--- src/rtl/ws_pixel_capture.sv ---
// Purpose: deserialize the first NUM_PIXELS*BITS_PER_PIXEL decoded bits of a frame into a display register, then flag passthrough.
// Latency: display loads on the edge sampling the final bit (LATCH_ON_RESET=0) or the frame-reset edge (LATCH_ON_RESET=1); valid pulses the following cycle.
// Backpressure: none; one bit strobe per cycle is accepted in every state, and frame reset takes priority over a coincident bit.
module ws_pixel_capture #(
    parameter int BITS_PER_PIXEL = 24,
    parameter int NUM_PIXELS     = 1,
    parameter int LATCH_ON_RESET = 0,
    parameter int CNT_W          = 16
) (
    input  logic                                 i_clk,
    input  logic                                 i_reset_n,
    input  logic                                 i_bit_valid,
    input  logic                                 i_bit,
    input  logic                                 i_treset,
    output logic [NUM_PIXELS*BITS_PER_PIXEL-1:0] o_pixel_data,
    output logic                                 o_pixel_valid,
    output logic                                 o_passthru_en,
    output logic [CNT_W-1:0]                     o_passthru_count
);

    localparam int TOTAL  = NUM_PIXELS * BITS_PER_PIXEL;
    localparam int BCNT_W = $clog2(TOTAL + 1);
    localparam int PIX_W  = (NUM_PIXELS > 1) ? $clog2(NUM_PIXELS) : 1;
    localparam int BIP_W  = (BITS_PER_PIXEL > 1) ? $clog2(BITS_PER_PIXEL) : 1;

    typedef enum logic {
        CAPTURE  = 1'b0,
        PASSTHRU = 1'b1
    } state_t;

    state_t                    state;
    logic [BCNT_W-1:0]         bit_cnt;
    logic [PIX_W-1:0]          pix_idx;
    logic [BIP_W-1:0]          bit_in_pix;
    logic [TOTAL-1:0]          cap_q;
    logic [TOTAL-1:0]          cap_next;
    logic [BITS_PER_PIXEL-1:0] slot_cur;
    logic [BITS_PER_PIXEL-1:0] slot_shifted;
    logic                      last_bit;

    // Passthrough enable is a pure decode of the state register.
    assign o_passthru_en = (state == PASSTHRU);

    // The final frame bit is the one that fills slot TOTAL-1 while capturing.
    assign last_bit = (state == CAPTURE) && (bit_cnt == BCNT_W'(TOTAL - 1));

    // Shift the incoming bit into the LSB of the current pixel slot so the first bit ends up as the MSB.
    always_comb begin
        cap_next     = cap_q;
        slot_cur     = cap_q[pix_idx*BITS_PER_PIXEL +: BITS_PER_PIXEL];
        slot_shifted = slot_cur << 1;
        slot_shifted[0] = i_bit;
        cap_next[pix_idx*BITS_PER_PIXEL +: BITS_PER_PIXEL] = slot_shifted;
    end

    // Frame FSM: capture, passthrough counting, display load and valid pulse.
    always_ff @(posedge i_clk or negedge i_reset_n) begin
        if (!i_reset_n) begin
            state            <= CAPTURE;
            bit_cnt          <= '0;
            pix_idx          <= '0;
            bit_in_pix       <= '0;
            cap_q            <= '0;
            o_pixel_data     <= '0;
            o_pixel_valid    <= 1'b0;
            o_passthru_count <= '0;
        end else begin
            o_pixel_valid <= 1'b0;
            if (i_treset) begin
                // Only a completed capture may be latched; a partial frame is dropped.
                if ((LATCH_ON_RESET != 0) && (state == PASSTHRU)) begin
                    o_pixel_data  <= cap_q;
                    o_pixel_valid <= 1'b1;
                end
                state            <= CAPTURE;
                bit_cnt          <= '0;
                pix_idx          <= '0;
                bit_in_pix       <= '0;
                cap_q            <= '0;
                o_passthru_count <= '0;
            end else if (i_bit_valid) begin
                if (state == CAPTURE) begin
                    cap_q   <= cap_next;
                    bit_cnt <= bit_cnt + 1'b1;
                    if (last_bit) begin
                        // Pixel pointers park at zero so the slot select stays in range while forwarding.
                        state      <= PASSTHRU;
                        pix_idx    <= '0;
                        bit_in_pix <= '0;
                        if (LATCH_ON_RESET == 0) begin
                            o_pixel_data  <= cap_next;
                            o_pixel_valid <= 1'b1;
                        end
                    end else if (bit_in_pix == BIP_W'(BITS_PER_PIXEL - 1)) begin
                        bit_in_pix <= '0;
                        pix_idx    <= pix_idx + 1'b1;
                    end else begin
                        bit_in_pix <= bit_in_pix + 1'b1;
                    end
                end else if (o_passthru_count != '1) begin
                    o_passthru_count <= o_passthru_count + 1'b1;
                end
            end
        end
    end

endmodule
--- config.mk ---
export PLATFORM = sky130hd
export DESIGN_NAME = ws_pixel_capture
export DESIGN_NICKNAME = d
export VERILOG_FILES = /design/src/rtl/ws_pixel_capture.sv
export SDC_FILE = /design/constraint.sdc
export NUM_CORES = 1
export LEC_CHECK = 0
export BUFFER_PORTS_ARGS = -buffer_cell sky130_fd_sc_hd__buf_2
export CORE_ASPECT_RATIO = 1.2
export CORE_MARGIN = 5
export CORE_UTILIZATION = 40
export CTS_CLUSTER_DIAMETER = 80
export DETAILED_ROUTE_END_ITERATION = 6
export GPL_ROUTABILITY_DRIVEN = 0
export MAX_ROUTING_LAYER = met4
export REMOVE_ABC_BUFFERS = 1
export SLEW_MARGIN = 0
export SYNTH_ARGS = -nofsm -noshare
export SYNTH_HDL_FRONTEND = slang
export SYNTH_SLANG_ARGS = --single-unit
--- constraint.sdc ---
create_clock -name i_clk -period 3.2 [get_ports i_clk]
set_input_delay 0.48 -clock i_clk [delete_from_list [all_inputs] [get_ports i_clk]]
set_output_delay 0.48 -clock i_clk [all_outputs]
set_load 0.02 [all_outputs]
==> results of run 1 <==
==> placed cells by master (no fill, tap or decap), drive strengths merged, types with 5 or more instances in the layout <==
cell,Yosys,routed
buf,9,52
nand4,6,6
o21ai,7,7
o31ai,6,6
or4,8,8
dfrtp,77,77
nand3,11,11
a22o,24,24
nor2,39,39
clkbuf,15,11
nor4,5,5
nand2,13,13
a21oi,43,43
mux2i,25,25
==> cell usage after synthesis <==
cell type / number
sky130_fd_sc_hd__nand3_1: 11
sky130_fd_sc_hd__and3_1: 2
sky130_fd_sc_hd__nor3_1: 2
sky130_fd_sc_hd__inv_1: 1
sky130_fd_sc_hd__nand2_1: 13
sky130_fd_sc_hd__or2_2: 1
sky130_fd_sc_hd__mux2i_1: 25
sky130_fd_sc_hd__o31ai_1: 6
sky130_fd_sc_hd__xnor2_1: 1
sky130_fd_sc_hd__ha_1: 3
sky130_fd_sc_hd__o31a_1: 1
sky130_fd_sc_hd__xor2_1: 3
sky130_fd_sc_hd__nor2_1: 39
sky130_fd_sc_hd__o21a_1: 1
sky130_fd_sc_hd__a32oi_1: 1
sky130_fd_sc_hd__nor4b_1: 1
sky130_fd_sc_hd__a22o_1: 24
sky130_fd_sc_hd__dfrtp_1: 77
sky130_fd_sc_hd__or4_1: 8
sky130_fd_sc_hd__mux2_2: 1
sky130_fd_sc_hd__and4b_1: 2
sky130_fd_sc_hd__nand2b_1: 1
sky130_fd_sc_hd__buf_2: 5
sky130_fd_sc_hd__a211oi_1: 1
sky130_fd_sc_hd__nor4_2: 1
sky130_fd_sc_hd__nand3b_1: 2
sky130_fd_sc_hd__nand4_2: 1
sky130_fd_sc_hd__clkbuf_1: 15
sky130_fd_sc_hd__nor2b_1: 3
sky130_fd_sc_hd__o41ai_1: 3
sky130_fd_sc_hd__buf_1: 4
sky130_fd_sc_hd__nor4_1: 4
sky130_fd_sc_hd__a21oi_1: 43
sky130_fd_sc_hd__or3_1: 4
sky130_fd_sc_hd__or4b_2: 1
sky130_fd_sc_hd__nand4_1: 5
sky130_fd_sc_hd__o311ai_0: 2
sky130_fd_sc_hd__o21ai_0: 7
==> worst paths after layout <==
kind | slack [ns] | cells past startpoint | endpoint
min in group i_clk | 0.38 | 2 | cap_q[0]
worst min register to register | 0.51 | 1 | cap_q[23]
worst max register to register | 0.93 | 4 | o_passthru_count[11]
worst min-delay path | 0.28 | 1 | bit_cnt[4]
worst max-delay path | 0.93 | 4 | o_passthru_count[11]
max in group asynchronous | 2.26 | 1 | o_pixel_valid
==> routing by layer <==
layer,part of all wire (%),routed length [microns],vias up,GRT usage (%)
met2,47,3469,65,23.57
met4,1.1,82,0,6.160
met3,3.8,282,9,2.500
met5,0,0,-,-
met1,48,3525,1304,20.40
li1,-,-,1276,-
==> state kept, by name, summed over array words and instances (netlist names) <==
register / flops
o_pixel_valid: 1
o_pixel_data: 24
o_passthru_en: 1
bit_cnt: 5
pix_idx: 1
o_passthru_count: 16
bit_in_pix: 5
cap_q: 24
==> report_power, final <==
part	internal (mW)	switching [mW]	total (mW)
Sequential	0.978	0.00560	0.983
Combinational	0.0146	0.0474	0.0620
Clock	0.384	0.359	0.743
Total	1.38	0.412	1.79
==> layout make-up <==
class / count / area share (%)
clock buffers: 11 / 3.532
clock inverters: 5 / 1.500
inverters: 1 / 0.09378
multi-input cells: 223 / 36.14
flip-flops and latches: 77 / 48.14
well taps: 117 / 3.657
repair buffers: 52 / 6.940
==> critical path: cells and delay by family (launching register included) <==
family | cells | cell delay (ns)
AOI/OAI and AO/OA | 1 | 0.16
DFF | 1 | 0.52
and+or+nand+nor | 3 | 1.53
==> logic make-up after synthesis <==
logic type                 count (synthesis)
buffers and inverters                     25
xor gates and xnor gates                   4
AOI/OAI and AO/OA                         89
DFF                                       77
muxes                                     26
and+or+nand+nor                          101
adders and majority gates                  3
==> metrics list, run 1 <==
- Result of the run: finished, final reports clean
- From synthesis to final layout, the design area changed by 15.45%.
- The initial utilization of the core area, before any placement, comes to 40.70%.
* Detailed-routing iteration count for the pre-antenna-repair pass: 4
- X dimension of the die: 94.99 microns
- Fraction of synthesized area in multiplexers: 7.542%
- Cells fill 46.99% of the core in the end.
- Fraction of the mapped netlist area in compound gates: 16.78%
- Between clock sinks in the finished design, the worst skew comes to 0.008070 ns.
- After clock tree synthesis, the repair step resized 0 gates.
- For this run, the post-layout net count is 372.
* Series of cell instances along the critical path: nand2_1, or4_1, or4_1, a21oi_1
- Cell type contributing the most total cell area after synthesis: sky130_fd_sc_hd__dfrtp_1
- The number of failing hold endpoints at the final stage came to 0.
* Synth Register Bits: 77
* Total count of max-transition violations in the final report: 0
- Maximum number of pins on one net before global-route repair: 78
* Total Negative Setup Slacks: 0 ns
* Critical path's slowest cell: sky130_fd_sc_hd__or4_1
- Number of clock buffers inserted by TritonCTS: 9
* Worst-case setup margin in the final layout: 0.9291 ns
- OpenSTA, run right after detailed placement, puts the worst setup slack at 0.8531 ns.
* Total congestion overflow after global routing: 0
- The worst register-to-register path begins at o_passthru_en.
* Xor/xnor cell area share of the yosys netlist: 1.010%
- The final route contains 2654 vias.
- VDD sags by at most 0.2679 mV.
- Registers take 0.001927 sq mm.
* Total Routed Length: 7360 microns
- Clk Tree Root Cell: sky130_fd_sc_hd__clkbuf_8
- Maxcap violations: 0
* Post-Place Cell Area: 0.003801 sq mm
- Proportion of netlist area held by the largest area contributor: 55.58%
- The cell count after synthesis came out at 325.
* Leading post-synthesis cells by cell area: sky130_fd_sc_hd__dfrtp_1 (56%), sky130_fd_sc_hd__mux2i_1 (7.2%), sky130_fd_sc_hd__a21oi_1 (6.2%)
- Kind of end point of the critical path: register
- In this run the power density over the cells is 446.8 mW/mm^2.
* Adder and majority cell fraction of the synthesized area: 1.083%
- Clock tree from TritonCTS: built
- Peak fanout along the critical path: 14
- First-pass GRT wire length: 12850 microns
- Residual DRC count: 0
- Setup repair after global routing left no endpoint under its margin.
* Syn Std Cell Area: 0.003467 sq mm
- Routed length per instance: 15.14 microns
* Core Rows: 37
* Cell seen most often among critical-path stages: sky130_fd_sc_hd__or4_1
- Counting the fill cells in the layout gives 866.
- CTS clk-pin slew, worst paths: 0.08 ns
- The tightest min-delay check is of the primary input to asynchronous set/reset pin type.
* Worst-case headroom to the max-slew limit: 34.17%
* Critical path type: register to register
* Standby leakage power: 1.820 nW
- Number of inserted diodes: 0
- Fraction of the yosys area taken by sequential cells: 55.58%
- H-tree depth: 3
- In this run the mean area of a mapped cell was 10.67 sq um.
- The post-route netlist has 20.05% of its cells at a drive strength greater than 1.
- HPWL after detailed placement: 4667 microns
* Data required time of the worst path: 3.46 ns
- WHS: 0.2777 ns
* Post-route minimum period: 2.271 ns
- Summing all non-filler instances in the final layout gives an area of 0.004003 sq mm.
- After layout, the design draws a total of 1.788 mW.
- Fmax: 0.4404 GHz
- Critical path launch point type: register
* Number of setup buffers added after CTS: 0
* Die Area: 0.01064 sq mm
- The number of placed instances, taps included, is 470.
- Core Box Area: 0.008518 sq mm
- During placement, the flow inserted port buffers numbering 46.
- Floorplan die height: 112.0 microns
- In this run, post-CTS hold repair placed 0 buffers.
* Routed Antenna Nets: 0
* Area of the multi-input gates: 0.001446 sq mm
- Excluding fillers, the count of instances in the completed layout stands at 486.
- The later pin in the worst-skew pair is clocked with a latency of 0.34 ns.
* Slew at the pin closest to its max-slew limit: 0.9875 ns
* Number of different library cells in the post-synthesis netlist: 38
* Initial antenna violation count: 0
- The via count of the first global-routing pass is 2704.
- In this run the deepest clock path goes through 2 buffers.
- By area, the combinational part of the netlist is dominated by compound AO/OA/AOI/OAI gates.
- After the first detailed-routing iteration, the DRC count stood at 128.
- For this design, the sink count on the clock tree is 77.
- Across every metal layer, demand over resource in global routing totals 15.43%.
- The largest single stage delay on the critical path is 0.68 ns.
* Setup-violating endpoint count in the final report: 0
- Io pins: 47
* Warning count from the yosys run: 0
- CP arrival: 2.54 ns
- Using the TritonRoute via totals, the vias-per-cell ratio works out to 5.461.
* Simple-gate share of the synthesized area: 15.12%
- In this run the worst setup path begins at o_passthru_en.
- After layout, the worst path uses 70.96% of the clock period.
(Power assumes the default switching activity.)
==> run 2: changes to the inputs <==
==> constraint.sdc (replaced) <==
create_clock -name i_clk -period 2 [get_ports i_clk]
set_input_delay 0.3 -clock i_clk [delete_from_list [all_inputs] [get_ports i_clk]]
set_output_delay 0.3 -clock i_clk [all_outputs]
set_load 0.02 [all_outputs]
==> run 2 against run 1 <==
Net effect:
- first-iteration DRC count is 20% lower
- largest power group unchanged
- sequential power rose by 60%
- final cell count increased by 3.1%
- global-route usage fell by 0.28 points
==> metrics list, run 2 (synthesized netlist as in run 1, its figures left out) <==
- Vias in the first global route: 2705 (was 2704)
- RSZ-0062 raised after global routing: true (was false).
- The routed wirelength normalized by instance count was 14.76 microns (was 15.14 microns).
- The library cell contributing the largest single delay on the critical path was sky130_fd_sc_hd__or4b_2 (was sky130_fd_sc_hd__or4_1).
* Critical path type: register to register (unchanged)
- The initial core utilization is 40.70% (unchanged).
* Core Rows: 37 (unchanged)
* Core Box Area: 0.008518 sq mm (unchanged)
- The final cell count without fillers is 501 (was 486).
* CP peak stage delay: 0.58 ns (was 0.68 ns)
- HPWL after detailed placement: 4920 microns (was 4667 microns)
* CTS Sinks: 77 (unchanged)
- Total count of max-transition violations in the final report: 0 (unchanged)
- First-pass GRT wire length: 12520 microns (was 12850 microns)
- Kind of end point of the critical path: register (unchanged)
- The worst slew margin relative to its limit was 66.99% (was 34.17%).
- H-tree depth: 3 (unchanged)
* Total design power: 3.195 mW (was 1.788 mW)
- The detail-routed via count per cell came to 5.393 (was 5.461).
- Die Area: 0.01064 sq mm (unchanged)
* Buffers and inverters on the worst path: 1 (was 0)
- Dominant delay contributor by cell family on the critical path: simple AND/OR/NAND/NOR gates (unchanged)
- Total Routed Length: 7397 microns (was 7360 microns)
- The overall fraction of global-route tracks in use came to 15.15% (was 15.43%).
- Met2 global-route usage: 23.66% (was 23.57%)
- Peak fanout along the critical path: 5 (was 14)
- Post-route minimum period: 1.892 ns (was 2.271 ns)
* Total via count in the routed design: 2702 (was 2654)
- Final Net Count: 387 (was 372)
- The total of endpoints with negative setup slack in the final report came to 0 (unchanged).
- The iteration count of the initial detailed-routing pass came to 4 (unchanged).
- The worst clock skew on the final layout is 0.008092 ns (was 0.008070 ns).
- Result of the run: finished, final reports clean (unchanged)
- Post-Place Cell Area: 0.003931 sq mm (was 0.003801 sq mm)
- The cell chosen for the clock root was sky130_fd_sc_hd__clkbuf_8 (unchanged).
- Biggest regs: cap_q: 24 flops, o_pixel_data: 24 flops, o_passthru_count: 16 flops (unchanged).
* Worst hold-check path type: primary input to register (was primary input to asynchronous set/reset pin)
* Standby leakage power: 1.931 nW (was 1.820 nW)
* WHS: 0.2001 ns (was 0.2777 ns)
- Clock tree from TritonCTS: built (unchanged)
* Total congestion overflow after global routing: 0 (unchanged)
* Clock latency on the worst-skew pair: 0.33 ns (was 0.34 ns)
- The required time of the critical path came to 2.26 ns (was 3.46 ns).
- CTS clk-pin slew, worst paths: 0.08 ns (about the same)
- The leading cell type in the layout, fill and taps excluded is sky130_fd_sc_hd__dfrtp_1 (unchanged).
- Series of cell instances along the critical path: ha_4, nand4_1, buf_4, nor2_1, or4b_2, a21oi_1 (was nand2_1, or4_1, or4_1, a21oi_1).
* Residual DRC count: 0 (unchanged)
* Maximum number of pins on one net before global-route repair: 50 (was 78)
- The maximum resistive drop on vdd is 0.3455 mV (was 0.2679 mV).
- Initial antenna violation count: 0 (unchanged)
- The post-synthesis to final-layout area growth is 21.69% (was 15.45%).
* Critical path launch point type: register (unchanged)
- Number of clock buffers inserted by TritonCTS: 9 (unchanged)
- The number of placed cells counting well taps came to 484 (was 470).
- The area of all placed cells without fillers was 0.004219 sq mm (was 0.004003 sq mm).
* Global routing usage on met3: 2.838% (was 2.500%)
* Floorplan die height: 112.0 microns (unchanged)
- Number of inserted diodes: 0 (unchanged)
* Routing layer with the top usage in global route: met2 (unchanged)
- Global-route track usage on met1: 19.00% (was 20.40%)
- Leading cell types in the layout, fill and taps excluded: sky130_fd_sc_hd__dfrtp_1 (77), sky130_fd_sc_hd__buf_2 (45), sky130_fd_sc_hd__a21oi_1 (43) (unchanged)
* Share of layout cells above drive strength 1: 23.44% (was 20.05%)
- The power density over the cells is 757.3 mW/mm^2 (was 446.8 mW/mm^2).
- The data arrival at the endpoint of the critical path was 2.16 ns (was 2.54 ns).
- The number of top-level pins came to 47 (unchanged).
- The die span in x was 94.99 microns (unchanged).
- Number of DRC violations after detailed-routing iteration 0: 103 (was 128)
- The highest achievable clock rate is 0.5284 GHz (was 0.4404 GHz).
- The count of antenna-violating nets left after detailed routing came to 0 (unchanged).
- Maximum buffer depth of the clock tree: 2 (unchanged)
- Hold Vio Cnt, Final: 0 (unchanged)
- The total negative slack was 0 ns (unchanged).
- The total of max-cap violations is 0 (unchanged).
- Slew at the pin closest to its max-slew limit: 0.4952 ns (was 0.9875 ns)
- The share of the cycle needed by the critical path after routing is 94.62% (was 70.96%).
- Port Buffers: 46 (unchanged)
==> run 2: changes by cell type in the layout (fill, tap and decap cells not counted) <==
cell,change
sky130_fd_sc_hd__ha_4,+1
sky130_fd_sc_hd__or4_4,+1
sky130_fd_sc_hd__clkinvlp_4,-1
sky130_fd_sc_hd__clkbuf_8,-1
sky130_fd_sc_hd__bufinv_16,+3
sky130_fd_sc_hd__clkinv_4,-2
sky130_fd_sc_hd__inv_6,+1
sky130_fd_sc_hd__dlygate4sd3_1,+1
sky130_fd_sc_hd__ha_1,-1
sky130_fd_sc_hd__or4_1,-1
sky130_fd_sc_hd__buf_12,+2
sky130_fd_sc_hd__buf_4,+12
==> run 2: path summary, 6_finish.rpt <==
check,from,endpoint,slack (ns),cells after the start
setup / recovery,o_passthru_count[0],o_passthru_count[8],0.11,6
hold / removal,i_bit,cap_q[0],0.20,2
setup reg to reg,o_passthru_count[0],o_passthru_count[8],0.11,6
hold reg to reg,cap_q[23],cap_q[23],0.51,1
max in group asynchronous,i_reset_n,cap_q[18],0.93,3
min in group asynchronous,i_reset_n,bit_in_pix[4],0.48,2
==> run 2: stage by stage <==
stage	utilization, %	setup slack (ns)
after floorplan	-	-0.6095
after global placement	46.15	0.1143
after detailed placement	46.15	0.04684
after CTS	49.34	0.02339
after global routing	49.53	-0.0006291
final	49.53	0.1076
==> run 2: where the power goes <==
part / switching [mW] / total [mW] / internal, mW / leakage (nW)
logic: 0.0772 / 0.107 / 0.0301 / 0.728
clock network: 0.556 / 1.51 / 0.958 / 0.131
registers: 0.00884 / 1.57 / 1.56 / 1.07
total: 0.642 / 3.20 / 2.55 / 1.93
==> run 2: area by class of cell <==
type / count / area, sq um
clock buffer: 10 / 127.6
clock inverter: 6 / 133.9
fill: 824 / 4299
inverter: 1 / 3.754
multi-input combinational: 223 / 1463
sequential: 77 / 1927
tap: 117 / 146.4
timing repair buffer: 67 / 417.9
==> run 2: layer usage <==
layer	vias to the layer above	share of wire, %
li1	1312	-
met1	1327	48
met2	51	47
met3	12	4.0
met4	0	1.3
met5	-	0
==> run 2: timing repair <==
item	CTS	global route
hold buffers	1	0
setup endpoints to repair	0	10
hold endpoints to repair	36	0
buffers inserted	0	0
gates resized for setup	0	3
